`src/rtl/pipeline_hazard_ctrl.sv`:
```
// ---------------------------------------------------------------------------
// pipeline_hazard_ctrl
//
// Stall/flush sequencer for the 3-stage RV32I pipeline (IF, DE, MW). It turns
// hazard requests into the enable, flush and next-PC select controls for the
// PC register, the IF/DE register and the DE/MW register. It also puts a
// bound on data-memory waits (timeout trap) and counts stall cycles.
//
// Parameters:
//   TIMEOUT     maximum MEM_WAIT cycles before a timeout trap (>= 2)
//   CNT_W       width of the wait counter
//
// Ports:
//   clk         pipeline clock, rising edge
//   rst_n       asynchronous active-low reset
//   load_use    load in DE, dependent instruction in IF
//   br_taken    branch/jump in DE resolved taken
//   dmem_req    MW-stage load/store active this cycle
//   dmem_ack    data memory completes the MW access this cycle
//   trap_req    level trap request from CSR, held until trap_take
//   pc_en       PC register load enable
//   pc_sel      next-PC select: 00 PC+4, 01 branch target, 10 trap vector
//   fd_en       IF/DE register enable
//   fd_flush    load NOP into IF/DE (dominates fd_en)
//   dm_en       DE/MW register enable
//   dm_flush    load NOP into DE/MW (dominates dm_en)
//   trap_take   one-cycle pulse: CSR captures mepc and cause
//   trap_cause  registered cause: 00 CSR request, 01 dmem timeout
//   dmem_abort  one-cycle pulse: memory drops the outstanding access
//   stall_cnt   wrapping count of cycles with pc_en = 0
// ---------------------------------------------------------------------------
module pipeline_hazard_ctrl #(
    parameter int TIMEOUT = 16,
    parameter int CNT_W   = $clog2(TIMEOUT + 1)
) (
    input  logic        clk,
    input  logic        rst_n,
    input  logic        load_use,
    input  logic        br_taken,
    input  logic        dmem_req,
    input  logic        dmem_ack,
    input  logic        trap_req,
    output logic        pc_en,
    output logic [1:0]  pc_sel,
    output logic        fd_en,
    output logic        fd_flush,
    output logic        dm_en,
    output logic        dm_flush,
    output logic        trap_take,
    output logic [1:0]  trap_cause,
    output logic        dmem_abort,
    output logic [31:0] stall_cnt
);

    typedef enum logic [1:0] {
        RUN      = 2'd0,
        MEM_WAIT = 2'd1,
        TRAP     = 2'd2
    } state_t;

    localparam logic [1:0] SEL_PC4    = 2'b00;
    localparam logic [1:0] SEL_BRANCH = 2'b01;
    localparam logic [1:0] SEL_TRAP   = 2'b10;

    localparam logic [1:0] CAUSE_CSR     = 2'b00;
    localparam logic [1:0] CAUSE_TIMEOUT = 2'b01;

    state_t           r_state;
    state_t           w_nextState;
    logic [CNT_W-1:0] r_waitCnt;
    logic [CNT_W-1:0] w_nextWaitCnt;
    logic [1:0]       r_trapCause;
    logic [1:0]       w_nextTrapCause;
    logic [31:0]      r_stallCnt;
    logic             w_evalRun;

    // State, wait counter and latched trap cause.
    always_ff @(posedge clk or negedge rst_n) begin
        if (!rst_n) begin
            r_state     <= RUN;
            r_waitCnt   <= '0;
            r_trapCause <= CAUSE_CSR;
        end else begin
            r_state     <= w_nextState;
            r_waitCnt   <= w_nextWaitCnt;
            r_trapCause <= w_nextTrapCause;
        end
    end

    // Next-state and control outputs. The RUN priorities 2-5 are shared
    // between a normal RUN cycle and the MEM_WAIT release cycle. w_evalRun
    // selects them once the memory stall has been ruled out.
    always_comb begin
        pc_en           = 1'b1;
        pc_sel          = SEL_PC4;
        fd_en           = 1'b1;
        fd_flush        = 1'b0;
        dm_en           = 1'b1;
        dm_flush        = 1'b0;
        trap_take       = 1'b0;
        dmem_abort      = 1'b0;
        w_nextState     = r_state;
        w_nextWaitCnt   = r_waitCnt;
        w_nextTrapCause = r_trapCause;
        w_evalRun       = 1'b0;

        case (r_state)
            RUN: begin
                if (dmem_req && !dmem_ack) begin
                    pc_en         = 1'b0;
                    fd_en         = 1'b0;
                    dm_en         = 1'b0;
                    w_nextState   = MEM_WAIT;
                    w_nextWaitCnt = CNT_W'(1);
                end else begin
                    w_evalRun = 1'b1;
                end
            end

            MEM_WAIT: begin
                if (dmem_ack) begin
                    w_evalRun     = 1'b1;
                    w_nextWaitCnt = '0;
                end else if (r_waitCnt == CNT_W'(TIMEOUT)) begin
                    pc_en           = 1'b0;
                    fd_en           = 1'b0;
                    dm_en           = 1'b0;
                    dmem_abort      = 1'b1;
                    w_nextTrapCause = CAUSE_TIMEOUT;
                    w_nextState     = TRAP;
                    w_nextWaitCnt   = '0;
                end else begin
                    pc_en         = 1'b0;
                    fd_en         = 1'b0;
                    dm_en         = 1'b0;
                    w_nextWaitCnt = r_waitCnt + CNT_W'(1);
                end
            end

            TRAP: begin
                pc_sel      = SEL_TRAP;
                fd_flush    = 1'b1;
                dm_flush    = 1'b1;
                trap_take   = 1'b1;
                w_nextState = RUN;
            end

            default: begin
                w_nextState   = RUN;
                w_nextWaitCnt = '0;
            end
        endcase

        // On trap accept, the MW instruction retires. The DE instruction is
        // held so that its PC becomes mepc in the TRAP cycle.
        if (w_evalRun) begin
            w_nextState = RUN;
            if (trap_req) begin
                pc_en           = 1'b0;
                fd_en           = 1'b0;
                dm_flush        = 1'b1;
                w_nextTrapCause = CAUSE_CSR;
                w_nextState     = TRAP;
            end else if (br_taken) begin
                pc_sel   = SEL_BRANCH;
                fd_flush = 1'b1;
            end else if (load_use) begin
                pc_en    = 1'b0;
                fd_flush = 1'b1;
            end
        end
    end

    // Performance counter of cycles in which the PC did not advance.
    always_ff @(posedge clk or negedge rst_n) begin
        if (!rst_n) begin
            r_stallCnt <= '0;
        end else if (!pc_en) begin
            r_stallCnt <= r_stallCnt + 32'd1;
        end
    end

    assign trap_cause = r_trapCause;
    assign stall_cnt  = r_stallCnt;

endmodule

```
`config.mk`:
```
export PLATFORM = sky130hd
export DESIGN_NAME = pipeline_hazard_ctrl
export DESIGN_NICKNAME = d
export VERILOG_FILES = /design/src/rtl/pipeline_hazard_ctrl.sv
export SDC_FILE = /design/constraint.sdc
export NUM_CORES = 1
export LEC_CHECK = 0
export ABC_AREA = 1
export CAP_MARGIN = 15
export CORE_ASPECT_RATIO = 0.75
export CORE_UTILIZATION = 56
export DETAILED_ROUTE_END_ITERATION = 16
export GPL_TIMING_DRIVEN = 1
export PLACE_DENSITY = 0.85
export SYNTH_ARGS = -nofsm -noshare
export SYNTH_HDL_FRONTEND = slang
export SYNTH_SLANG_ARGS = --single-unit
```
`constraint.sdc`:
```
create_clock -name clk -period 4.13 [get_ports clk]
set_input_delay 1.0325 -clock clk [delete_from_list [all_inputs] [get_ports clk]]
set_output_delay 1.0325 -clock clk [all_outputs]
set_load 0.01 [all_outputs]
```
=== Word level (Yosys, flattened, before mapping) ===
Cells that the tools add are included.

* Add/sub/neg operators: 2
* Equal/unequal tests: 7
* Muxes and demuxes: 39
* Bitwise gates (word level): 1
* Reductions and logical operators: 5

{| class="wikitable"
|+ Operators by type and width
! operator !! number
|-
| adder 32 x 1 -> 32 bit, second input constant || 1
|-
| two-way mux 2 bit || 14
|-
| two-way mux 1 bit || 18
|-
| two-way mux 5 bit || 3
|-
| one-hot mux 5 bit (3 select lines) || 1
|-
| != test 3 bit, second input constant || 3
|-
| adder 5 x 1 -> 5 bit, second input constant || 1
|-
| equality test 5 bit, second input constant || 1
|-
| one-hot mux 1 bit (2 select lines) || 2
|-
| one-hot mux 2 bit (2 select lines) || 1
|-
| AND reduction 3 bit || 1
|-
| equality test 2 x 1 -> 1 bit, second input constant || 1
|-
| equality test 2 bit, second input constant || 1
|-
| zero test 2 bit || 1
|-
| != test 2 bit, second input constant || 1
|-
| AND reduction 2 bit || 1
|-
| logical AND 1 bit || 1
|-
| zero test 1 bit || 1
|-
| NOT 1 bit || 1
|}

* Flip-flop bits (word level): 41
* Input bits: 7
* Output and inout port bits: 43
* Word-level logic and storage cells: 58

=== Depth between registers and ports, before layout ===
* Depth in word-level cells: 8
* Mapped depth: 11
* Gate-level depth less buffers: 10

=== Worst setup path before layout ===
No wires, ideal clock.

* Path kind: input-to-output
* Start: in dmem_ack
* End: out pc_en
* Data arrival time: 1632 ps
* Required time: 3098 ps
* Slack: 1465 ps
* Stages on the path: 8
* Buffers on the path: 2
* Cell sequence: inv_1 -> nand2_1 -> nand2_1 -> nand2_1 -> nand3_2 -> nand2_2 -> buf_6 -> buf_8

* Longest elaborated chain between the ends: 8
* Elaborated cells on any way between the ends: 10
* Classes of those cells: mux: 8; reduce/logical: 2

{| class="wikitable"
|+ Ends and longest elaborated chain
! element !! RTL line !! RTL
|-
| start, declared || 41 || <nowiki>input logic dmem_ack,</nowiki>
|-
| zero test 1 bit || 109 || <nowiki>if (dmem_req && !dmem_ack) begin</nowiki>
|-
| logical AND 1 bit || 109 ||
|-
| two-way mux 1 bit || 109 ||
|-
| one-hot mux 1 bit (2 select lines) || 107 || <nowiki>case (r_state)</nowiki>
|-
| two-way mux 1 bit || 167 || <nowiki>end else if (load_use) begin</nowiki>
|-
| two-way mux 1 bit || 164 || <nowiki>end else if (br_taken) begin</nowiki>
|-
| two-way mux 1 bit || 158 || <nowiki>if (trap_req) begin</nowiki>
|-
| two-way mux 1 bit * || 156 || <nowiki>if (w_evalRun) begin</nowiki>
|-
| end, declared || 43 || <nowiki>output logic pc_en,</nowiki>
|}

Mark *: on every way between the ends. The rest lies on a longest branch, timed or not.

=== Final worst setup path ===
* Start: in dmem_ack
* End: out dm_flush

* Longest elaborated chain between the ends: 5
* Elaborated cells on any way between the ends: 6
* Classes of those cells: mux: 4; reduce/logical: 2

{| class="wikitable"
|+ Ends and longest elaborated chain
! element !! RTL line !! RTL
|-
| zero test 1 bit || 109 ||
|-
| logical AND 1 bit || 109 ||
|-
| two-way mux 1 bit || 109 ||
|-
| one-hot mux 1 bit (2 select lines) * || 107 ||
|-
| two-way mux 1 bit * || 156 ||
|-
| end, declared || 48 || <nowiki>output logic dm_flush,</nowiki>
|}

Marks and branches as above.

==> results.json <==
{
  "start_kind": "input pin",
  "worst_pin_slew_ns": 0.910,
  "synth_async_sr_flop_share_pct": 100,
  "post_cts_resized": 0,
  "synth_top_area_cell": "dfrtp_1",
  "maxCapViolCount": 0,
  "r2r-start": "r_state[1]",
  "port_buffers": 49,
  "gp_congestion": 0.852,
  "ios": 50,
  "synth_edf_count": 0,
  "worst-setup-path-type": "in -> out",
  "wirelength_mm": 5.88,
  "maxSlewViolCount": 0,
  "placementRows": 21,
  "synth_mux_area_share_pct": 0,
  "hold_buffers": 0,
  "first_pass_iters": 5,
  "clock_latency_ns": 0.30,
  "hold_end": "trap_cause[1]",
  "rsz0062_at_grt": "no",
  "finalSetupTns_ns": 0,
  "use_met1_pct": 36.6,
  "ys_types": 26,
  "die-height_um": 60.9,
  "yosysTopAreaCellShare_pct": 39.7,
  "min_period_over_period_pct": 90.9,
  "use_met2_pct": 40.8,
  "htree_num_levels": 2,
  "wire_per_inst_um": 12.5,
  "coreArea_um2": 4440,
  "use_met3_pct": 6.17,
  "multi_input_area_um2": 1280,
  "min_from": "trap_cause[1]",
  "grt_antenna_before_repair": 0,
  "initial_core_util_pct": 58.2,
  "synth-warning-count": 0,
  "reg2reg_setup_slack_ns": 2.22,
  "layout-drive-gt1-share_pct": 9.22,
  "syn_area_per_cell_um2": 7.16,
  "synth_common_cells": "113 x nand2_1, 52 x inv_1, 46 x nor2_1",
  "drt_iter0_markers": 158,
  "seq_area_um2": 1030,
  "synthSimpleGateAreaFrac_pct": 39.2,
  "yosys_most_used_dff": "dfrtp_1",
  "clkTransAtPathRegs_ns": 0.07,
  "hold_depth": 2,
  "p_per_area_nw_per_um2": 447,
  "die_area_um2": 4900,
  "synth_compound_area_share_pct": 5.81,
  "postSynthCellCount": 361,
  "numCtsBuffers": 5,
  "synthAdderAreaFrac_pct": 1.45,
  "clkSinkCount": 41,
  "grt_pass1_wl_mm": 9.56,
  "diodes": 0,
  "critPathArrivalTime_ns": 2.72,
  "r2r_end": "stall_cnt[4]",
  "grt.overflow.total": 0,
  "ant_nets": 0,
  "grt_pass1_vias": 2096,
  "cts_setup_buffers": 0,
  "synth_nets": 371,
  "setup_viol": 0,
  "ys_seq_area_share_pct": 39.7,
  "drc_errors": 0,
  "track_usage_pct": 26.0,
  "finalNetCount": 421,
  "worstPathRequired_ns": 3.10,
  "syn_area_um2": 2590,
  "nFillCells": 337,
  "synth.area.top_cells": "dfrtp_1 40%, nand2_1 16%, inv_1 7.5%",
  "dp_hpwl_mm": 4.31,
  "cp_max_fo": 4,
  "status": "completed",
  "cp-end-kind": "output port",
  "post_drt_via_cell_ratio": 5.11,
  "busiest_layer": "met2",
  "cts-root-buf": "clkbuf_8",
  "die_x_um": 80.5,
  "syn2layout_area_growth_pct": 23.4,
  "synth_xor_xnor_area_share_pct": 3.00,
  "synth_top_family_by_area": "simple AND/OR/NAND/NOR gates",
  "vdd_drop_max_uv": 413,
  "grt_max_degree": 42,
  "leakagePower_uw": 0.00146,
  "finalHoldViolCount": 0,
  "relSlewSlack_pct": 39.3,
  "cts_tree": "yes",
  "ys_ff_latch": 41,
  "hp-class": "reg -> reg",
  "cts_buffer_depth": 2,
  "yosysMostFrequentCell": "nand2_1",
  "worstRegToRegCells": 9,
  "fmax_mhz": 266,
  "via_count": 2395,
  "fin_crit_ns": 3.76,
  "total_power_uw": 1430,
  "skew_ns": 0.00879
}
==> layout make-up <==
type | count | area share (%)
clock buffers | 7 | 2.70
clock inverters | 1 | 0.941
inverters | 55 | 6.47
multi-input cells | 258 | 40.1
flip-flops and latches | 41 | 32.1
well taps | 57 | 2.23
repair buffers | 50 | 15.4
==> worst max-delay path by stage <==
stage / startpoint / end / slack, ns / cells past startpoint
floorplan: dmem_ack / pc_en / 1.47 / 8
global placement: dmem_ack / dm_flush / 0.44 / 10
detailed placement: dmem_ack / dm_flush / 0.39 / 10
CTS: dmem_ack / dm_flush / 0.38 / 10
global route: dmem_ack / dm_flush / 0.28 / 10
finish: dmem_ack / dm_flush / 0.37 / 10
==> per-layer routing <==
metal | vias up | share of wire (%) | routed length, um
met1 | 1096 | 48 | 2820
met5 | - | 0 | 0
met3 | 8 | 7.3 | 431
li1 | 1217 | - | -
met4 | 0 | 0.97 | 57
met2 | 74 | 44 | 2570
==> cells by family (layout without fill, tap and decap cells) <==
kind of cell             Yosys count  after routing
AO/OA/AOI/OAI                     28             28
XOR/XNOR                           8              8
AND/OR/NAND/NOR                  219            219
flip-flops                        41             41
buffers and inverters             62            113
adder cells (fa/ha/maj)            3              3
==> cell usage in the layout (no fill, tap or decap), drive strengths merged <==
cell type      count
a21oi              1
a22oi              1
buf                2
bufinv             1
clkbuf             7
clkdlybuf4s50     48
dfrtp             41
ha                 3
inv               55
nand2            124
nand3             20
nand3b             6
nand4             11
nor2              57
nor3               1
o21ai             24
o21bai             1
o22ai              1
xor2               8
==> registers in the layout (all words and copies together), names as in the netlist <==
register / flops
stall_cnt: 32
r_waitCnt: 5
r_state: 2
trap_cause: 2
==> worst max-delay path, stage by stage <==
cell	delay, ns
clkdlybuf4s50_1	0.51
inv_1	0.05
nand2_1	0.05
nand2_1	0.06
nand2_1	0.09
inv_1	0.08
nor2_1	0.18
inv_1	0.08
nand2_1	0.06
clkdlybuf4s50_1	0.52
==> through the flow <==
stage	instance area (um^2)	setup slack, ns	hold slack (ns)	instances	util (%)
final	3190	0.375	0.519	469	71.9
after global routing	3190	0.279	0.565	469	71.9
after CTS	3190	0.379	0.521	469	71.9
after detailed placement	3080	0.386	0.504	461	69.3
after global placement	3080	0.435	0.500	461	69.3
after floorplan	2590	1.47	0.533	361	-
==> power by group <==
| part | total (uW) | switching, uW | leakage (uW) | internal (uW) |
|---|---|---|---|---|
| combinational | 544 | 318 | 0.000852 | 226 |
| sequential | 543 | 77.0 | 0.000551 | 466 |
| clock | 340 | 142 | 0.0000585 | 197 |
| total | 1430 | 538 | 0.00146 | 889 |
Note: power is estimated with default switching activity, not from simulation.
